--- src/rtl/byte_striping.sv ---
// Transmit-side byte striper: pairs an incoming byte stream onto two lanes and
// flushes a trailing lone lane-0 byte after FLUSH_CYCLES idle cycles.
module byte_striping #(
   parameter int FLUSH_CYCLES = 4,
   parameter int CNT_W        = 8
) (
   input  logic             clk_2f,
   input  logic             reset,
   input  logic [7:0]       data_in,
   input  logic             valid_in,
   output logic [7:0]       data_stripe_0,
   output logic [7:0]       data_stripe_1,
   output logic             valid_stripe_0,
   output logic             valid_stripe_1,
   output logic [CNT_W-1:0] pair_count
);

   localparam int IDLE_W = (FLUSH_CYCLES > 0) ? $clog2(FLUSH_CYCLES + 1) : 1;

   typedef enum logic {
      EMPTY = 1'b0,
      HALF  = 1'b1
   } state_t;

   state_t            state, state_nx;
   logic [7:0]        stage0, stage0_nx;
   logic [IDLE_W-1:0] idle_cnt, idle_cnt_nx;
   logic [7:0]        data_0_nx, data_1_nx;
   logic              valid_0_nx, valid_1_nx;
   logic [CNT_W-1:0]  count_nx;
   logic              timeout;

   // The current idle edge is the FLUSH_CYCLES-th one after the capture edge.
   assign timeout = (FLUSH_CYCLES > 0) && (idle_cnt == IDLE_W'(FLUSH_CYCLES - 1));

   always_comb begin
      // NOTE: every signal gets a default before the case so no path can infer a latch.
      state_nx    = state;
      stage0_nx   = stage0;
      idle_cnt_nx = idle_cnt;
      data_0_nx   = data_stripe_0;
      data_1_nx   = data_stripe_1;
      valid_0_nx  = 1'b0;
      valid_1_nx  = 1'b0;
      count_nx    = pair_count;

      case (state)
         EMPTY: begin
            if (valid_in) begin
               stage0_nx   = data_in;
               idle_cnt_nx = '0;
               state_nx    = HALF;
            end
         end
         HALF: begin
            // Pairing takes priority over a timeout landing on the same edge.
            if (valid_in) begin
               data_0_nx   = stage0;
               data_1_nx   = data_in;
               valid_0_nx  = 1'b1;
               valid_1_nx  = 1'b1;
               count_nx    = pair_count + 1'b1;
               idle_cnt_nx = '0;
               state_nx    = EMPTY;
            end else if (timeout) begin
               data_0_nx   = stage0;
               data_1_nx   = 8'h00;
               valid_0_nx  = 1'b1;
               count_nx    = pair_count + 1'b1;
               idle_cnt_nx = '0;
               state_nx    = EMPTY;
            end else begin
               idle_cnt_nx = idle_cnt + 1'b1;
            end
         end
         default: state_nx = EMPTY;
      endcase
   end

   // NOTE: sequential state uses non-blocking assignments so all registers update together.
   always_ff @(posedge clk_2f or posedge reset) begin
      if (reset) begin
         state          <= EMPTY;
         stage0         <= 8'h00;
         idle_cnt       <= '0;
         data_stripe_0  <= 8'h00;
         data_stripe_1  <= 8'h00;
         valid_stripe_0 <= 1'b0;
         valid_stripe_1 <= 1'b0;
         pair_count     <= '0;
      end else begin
         state          <= state_nx;
         stage0         <= stage0_nx;
         idle_cnt       <= idle_cnt_nx;
         data_stripe_0  <= data_0_nx;
         data_stripe_1  <= data_1_nx;
         valid_stripe_0 <= valid_0_nx;
         valid_stripe_1 <= valid_1_nx;
         pair_count     <= count_nx;
      end
   end

endmodule

--- config.mk ---
export PLATFORM = sky130hd
export DESIGN_NAME = byte_striping
export DESIGN_NICKNAME = d
export VERILOG_FILES = /design/src/rtl/byte_striping.sv
export SDC_FILE = /design/constraint.sdc
export NUM_CORES = 1
export LEC_CHECK = 0
export CAP_MARGIN = 20
export CELL_PAD_IN_SITES_DETAIL_PLACEMENT = 1
export CELL_PAD_IN_SITES_GLOBAL_PLACEMENT = 1
export CORE_MARGIN = 3
export CORE_UTILIZATION = 40
export DETAILED_ROUTE_END_ITERATION = 8
export PLACE_DENSITY_LB_ADDON = 0.1
export SYNTH_ARGS = -nofsm -noshare
export SYNTH_HDL_FRONTEND = slang
export SYNTH_SLANG_ARGS = --single-unit
--- constraint.sdc ---
create_clock -name clk_2f -period 3.1 [get_ports clk_2f]
set_clock_uncertainty 0.2 [all_clocks]
set_input_delay 0.31 -clock clk_2f [delete_from_list [all_inputs] [get_ports clk_2f]]
set_output_delay 0.31 -clock clk_2f [all_outputs]
set_load 0.05 [all_outputs]
; Yosys cells after proc, flatten, opt, wreduce, memory -nomap -nowiden
; Index checks and enable logic that the tools add are counted.
[word_totals]
reg_bits = 38
memories = 0
in_bits = 11
ram_bits = 0
wordCells = 34
latch_bits = 0
romBits = 0
[classes]
shifts = 0
reduce_logical = 3
n_lt_le_gt_ge = 0
div = 0
n_addsub = 2
bitwise = 1
eq_ne = 2
muxes = 18
mul = 0
[ops]
columns = op, n
row1 = $mux W8, 6
row2 = $mux W3, 3
row3 = $add A8 B1 Y8 const B, 1
row4 = $mux W1, 7
row5 = $pmux W3 S2, 1
row6 = $reduce_and A2 Y1, 2
row7 = $add A3 B1 Y3 const B, 1
row8 = $eq A3 B2 Y1 const B, 1
row9 = $ne A2 B2 Y1 const B, 1
row10 = $pmux W1 S2, 1
row11 = $reduce_bool A2 Y1, 1
row12 = $not A1 Y1, 1

; Longest topological paths before layout
[depth]
word_depth = 4
mapped_depth = 7

; Least setup slack after synthesis
; Ideal clock, no wire load.
[synth_timing]
path_type = reg-to-reg
from = register idle_cnt[0]
to = register pair_count[1]
setup_ns = 0.118
period_less_slack_ns = 1.587
t_required_ns = 2.782
path_stages_with_launch = 8
path_slack_ns = 1.513
arrival_time_ns = 1.269
cell_sequence = dfrtp_1 ha_1 and2b_1 o21ai_2 inv_1 buf_2 nand2_1 nand2_1
[synth_via]
elab_chain_len = 3
[synth_lines]
columns = item, line
row1 = from (decl), 27  ; logic [IDLE_W-1:0] idle_cnt, idle_cnt_nx;
row2 = from (signal assigned), 94  ; idle_cnt <= idle_cnt_nx;
row3 = $eq A3 B2 Y1, 34  ; assign timeout = (FLUSH_CYCLES > 0) && (idle_cnt == IDLE_W'(FLUSH_CYCLES - 1));
row4 = $reduce_bool A2 Y1 (no source line), -
row5 = $reduce_and A2 Y1 (no source line), -
row6 = to (signal assigned), 99  ; pair_count <= count_nx;
row7 = to (decl), 15  ; output logic [CNT_W-1:0] pair_count
; Every way passes these cells.
; A chain may end at the register's enable or synchronous reset.

; Worst setup path after layout
[layout_timing]
from = register pair_count[2]
to = output pair_count[2]
; No word-level cell between the ends.

==> reports/summary.txt <==
final wirelength: 3.22 mm
Max Slew Vio Count: 0
fmax: 482 MHz
Pwr Density: 964 nW/um2
die area: 4470 um2
placer's final routability congestion estimate: 0.652
fin nets: 174
TritonCTS clock tree: built
Initial Util: 43.1%
crit end category: primary output
Post-CTS Repair Setup Buffers: 0
Top delay family on crit path: buffers and inverters
DR iter-0 viols: 41
Mapped Nets: 134
max cap viols: 0
Reg area: 951 um2
vias in the first global route: 1167
# setup viols final: 0
Critical Path Slowest Stage Cell: clkdlybuf4s50_1
Detailed Routing Iterations Pass 1: 3
io pins: 37
Row Count: 21
H-tree Lvls: 2
CTS root buf: clkbuf_8
GRT overflow: 0
WP data arrival: 1.56 ns
Diodes inserted: 0
# DRC: 0
worst reg2reg path endpoint: stage0[0]
worst skew pair latency: 0.28 ns
multi-input combinational cell area: 487 um2
Leak: 0.915 nW
Net Sw Frac: 40.5%
Post-DP HPWL: 2.29 mm
required time of the worst setup path: 2.59 ns
fin crit share: 66.9%
worst path cell trace: clkdlybuf4s50_1
FILL cells: 360
Final Hold Fails: 0
total CTS buffers: 5
Flop pwr share: 37.9%
Setup Total Neg Slack: 0 ns
# resized after CTS: 0
RSZ-0062 raised after global routing: no
die height: 66.9 um
Finished Core Util: 57.8%
DRT antenna net count: 0
Layout area overhead: 34.1%
crit-path max FO: 5
Slew @ Worst Pin: 0.781 ns
vias per inst: 4.90
Yosys reg bits: 38
internal power: 0.00114 W
Avg WL per Cell: 15.5 um
Worst Path Buf+Inv: 1
reg2reg path depth: 2
Clock power frac: 21.3%
Mapped Cells: 121
register area share after synthesis: 64.1%
startpoint class of the critical path: register
Total GRT Usage: 17.3%
Num Clock Sinks: 38
proportion of layout cells with a drive suffix above 1: 11.7%
flop-to-flop setup slack: 1.24 ns
Reg clk slew, reported paths: 0.07 ns
largest net degree at the start of global routing: 39
Worst path max stage delay: 0.84 ns
first-pass GRT wire length: 5.71 mm
initial antenna violation count: 0
Reg2Reg Launch Point: state
count of cell types in the netlist: 25
Vias: 1019
maximum vdd drop: 418 uV
Crit. path cell count: 1
Min-Delay Path Class: in2async
status: finished, final reports clean
Comb pwr share: 40.8%
CTS Hold Bufs: 0
Buffers on Ports: 36
synthesized area: 1480 um2
Psw: 0.000776 W
WS Path Type: reg2out
Die W: 66.9 um
yosys warns: 0
CTS max path bufs: 2
Avg Inst Size Synth: 12.3 um2
Tmin final: 2.07 ns
Core Area: 3440 um2
normalized max-slew margin: 47.9%
[cell type report]
| class | instances | share of cell area, % |
|---|---|---|
| sequential | 38 | 47.8 |
| multi-input combinational | 75 | 24.5 |
| timing repair buffer | 38 | 18.9 |
| clock buffer | 7 | 3.84 |
| tap | 46 | 2.89 |
| clock inverter | 1 | 1.51 |
| inverter | 3 | 0.566 |
[kinds of logic after synthesis]
group,share of synthesized area (%)
compound gates,6.67
xor+xnor,4.14
fa+ha+maj,1.69
buf+inv,3.04
flops,64.1
mux,6.84
simple gates,13.5
[cell usage after synthesis]
library cell	number	area share, %
nand2_1	31	7.8
o21bai_1	1	0.51
buf_6	1	0.76
mux2_2	9	6.8
nor3_2	1	0.68
a211oi_1	1	0.51
ha_1	2	1.7
nor2b_1	1	0.42
xnor2_1	4	2.4
nor3_1	1	0.34
a22o_1	8	4.7
nand2b_1	2	0.84
buf_4	1	0.51
nor2_1	2	0.51
xor2_1	3	1.8
o21ai_2	1	0.59
dfrtp_1	38	64
nand3_1	2	0.68
and3_1	1	0.42
and2b_1	1	0.51
nand4_1	2	0.84
a21oi_1	1	0.34
and2_1	1	0.42
buf_2	3	1.0
inv_1	3	0.76
[metrics by stage]
stage	hold WS, ns	cells	worst slack (ns)	instance area, um2	total power, W
finish	0.231	208	1.03	1990	0.00192
global route	0.290	208	0.951	1990	0.00203
CTS	0.259	208	1.01	1990	0.00194
detailed placement	0.256	200	0.800	1880	0.00152
global placement	0.256	200	0.854	1880	0.00150
floorplan	0.173	121	1.51	1480	0.00124
[state kept, by name (all words and copies together), names as in the netlist]
register,cells
pair_count,8
stage0,8
data_stripe_1,8
valid_stripe_1,1
data_stripe_0,8
idle_cnt,3
valid_stripe_0,1
state,1
[how the worst max path moves through the flow]
| stage | startpoint | to | slack [ns] |
|---|---|---|---|
| 6_report | pair_count[2] | pair_count[2] | 1.03 |
| 5_1_grt | valid_in | stage0[0] | 0.95 |
| 4_1_cts | pair_count[2] | pair_count[2] | 1.01 |
| 3_5_place_dp | valid_in | stage0[7] | 0.80 |
| 3_3_place_gp | valid_in | stage0[2] | 0.85 |
| 2_1_floorplan | idle_cnt[0] | pair_count[1] | 1.51 |
[placed cells by master (no fill, tap or decap), drive strengths merged, types with 2 or more instances in the layout]
cell,count
a22o,8
buf,2
clkbuf,7
clkdlybuf4s50,36
dfrtp,38
ha,2
inv,3
mux2,9
nand2,31
nand2b,2
nand3,2
nand4,2
nor2,2
nor3,2
xnor2,4
xor2,3
[power groups by stage]
stage	Clock (W)	Sequential, W	Combinational, W
2_1_floorplan	0	0.00107	0.000172
3_3_place_gp	0	0.000724	0.000774
3_5_place_dp	0	0.000735	0.000789
4_1_cts	0.000418	0.000729	0.000792
5_1_grt	0.000445	0.000751	0.000832
6_report	0.000409	0.000727	0.000781
[metal layers]
metal	global-route usage [%]	part of all wire (%)	up-vias
met3	3.88	4.3	5
met1	22.6	44	512
li1	-	-	479
met4	6.08	1.3	0
met5	0	0	-
met2	28.1	50	23
[worst register-to-register path: cells and delay by family (launching register included)]
| kind | cells | cell delay, ns |
|---|---|---|
| DFF | 1 | 0.46 |
| muxes | 1 | 0.43 |
| and+or+nand+nor | 1 | 0.65 |
Note: power is estimated with default switching activity, not from simulation.
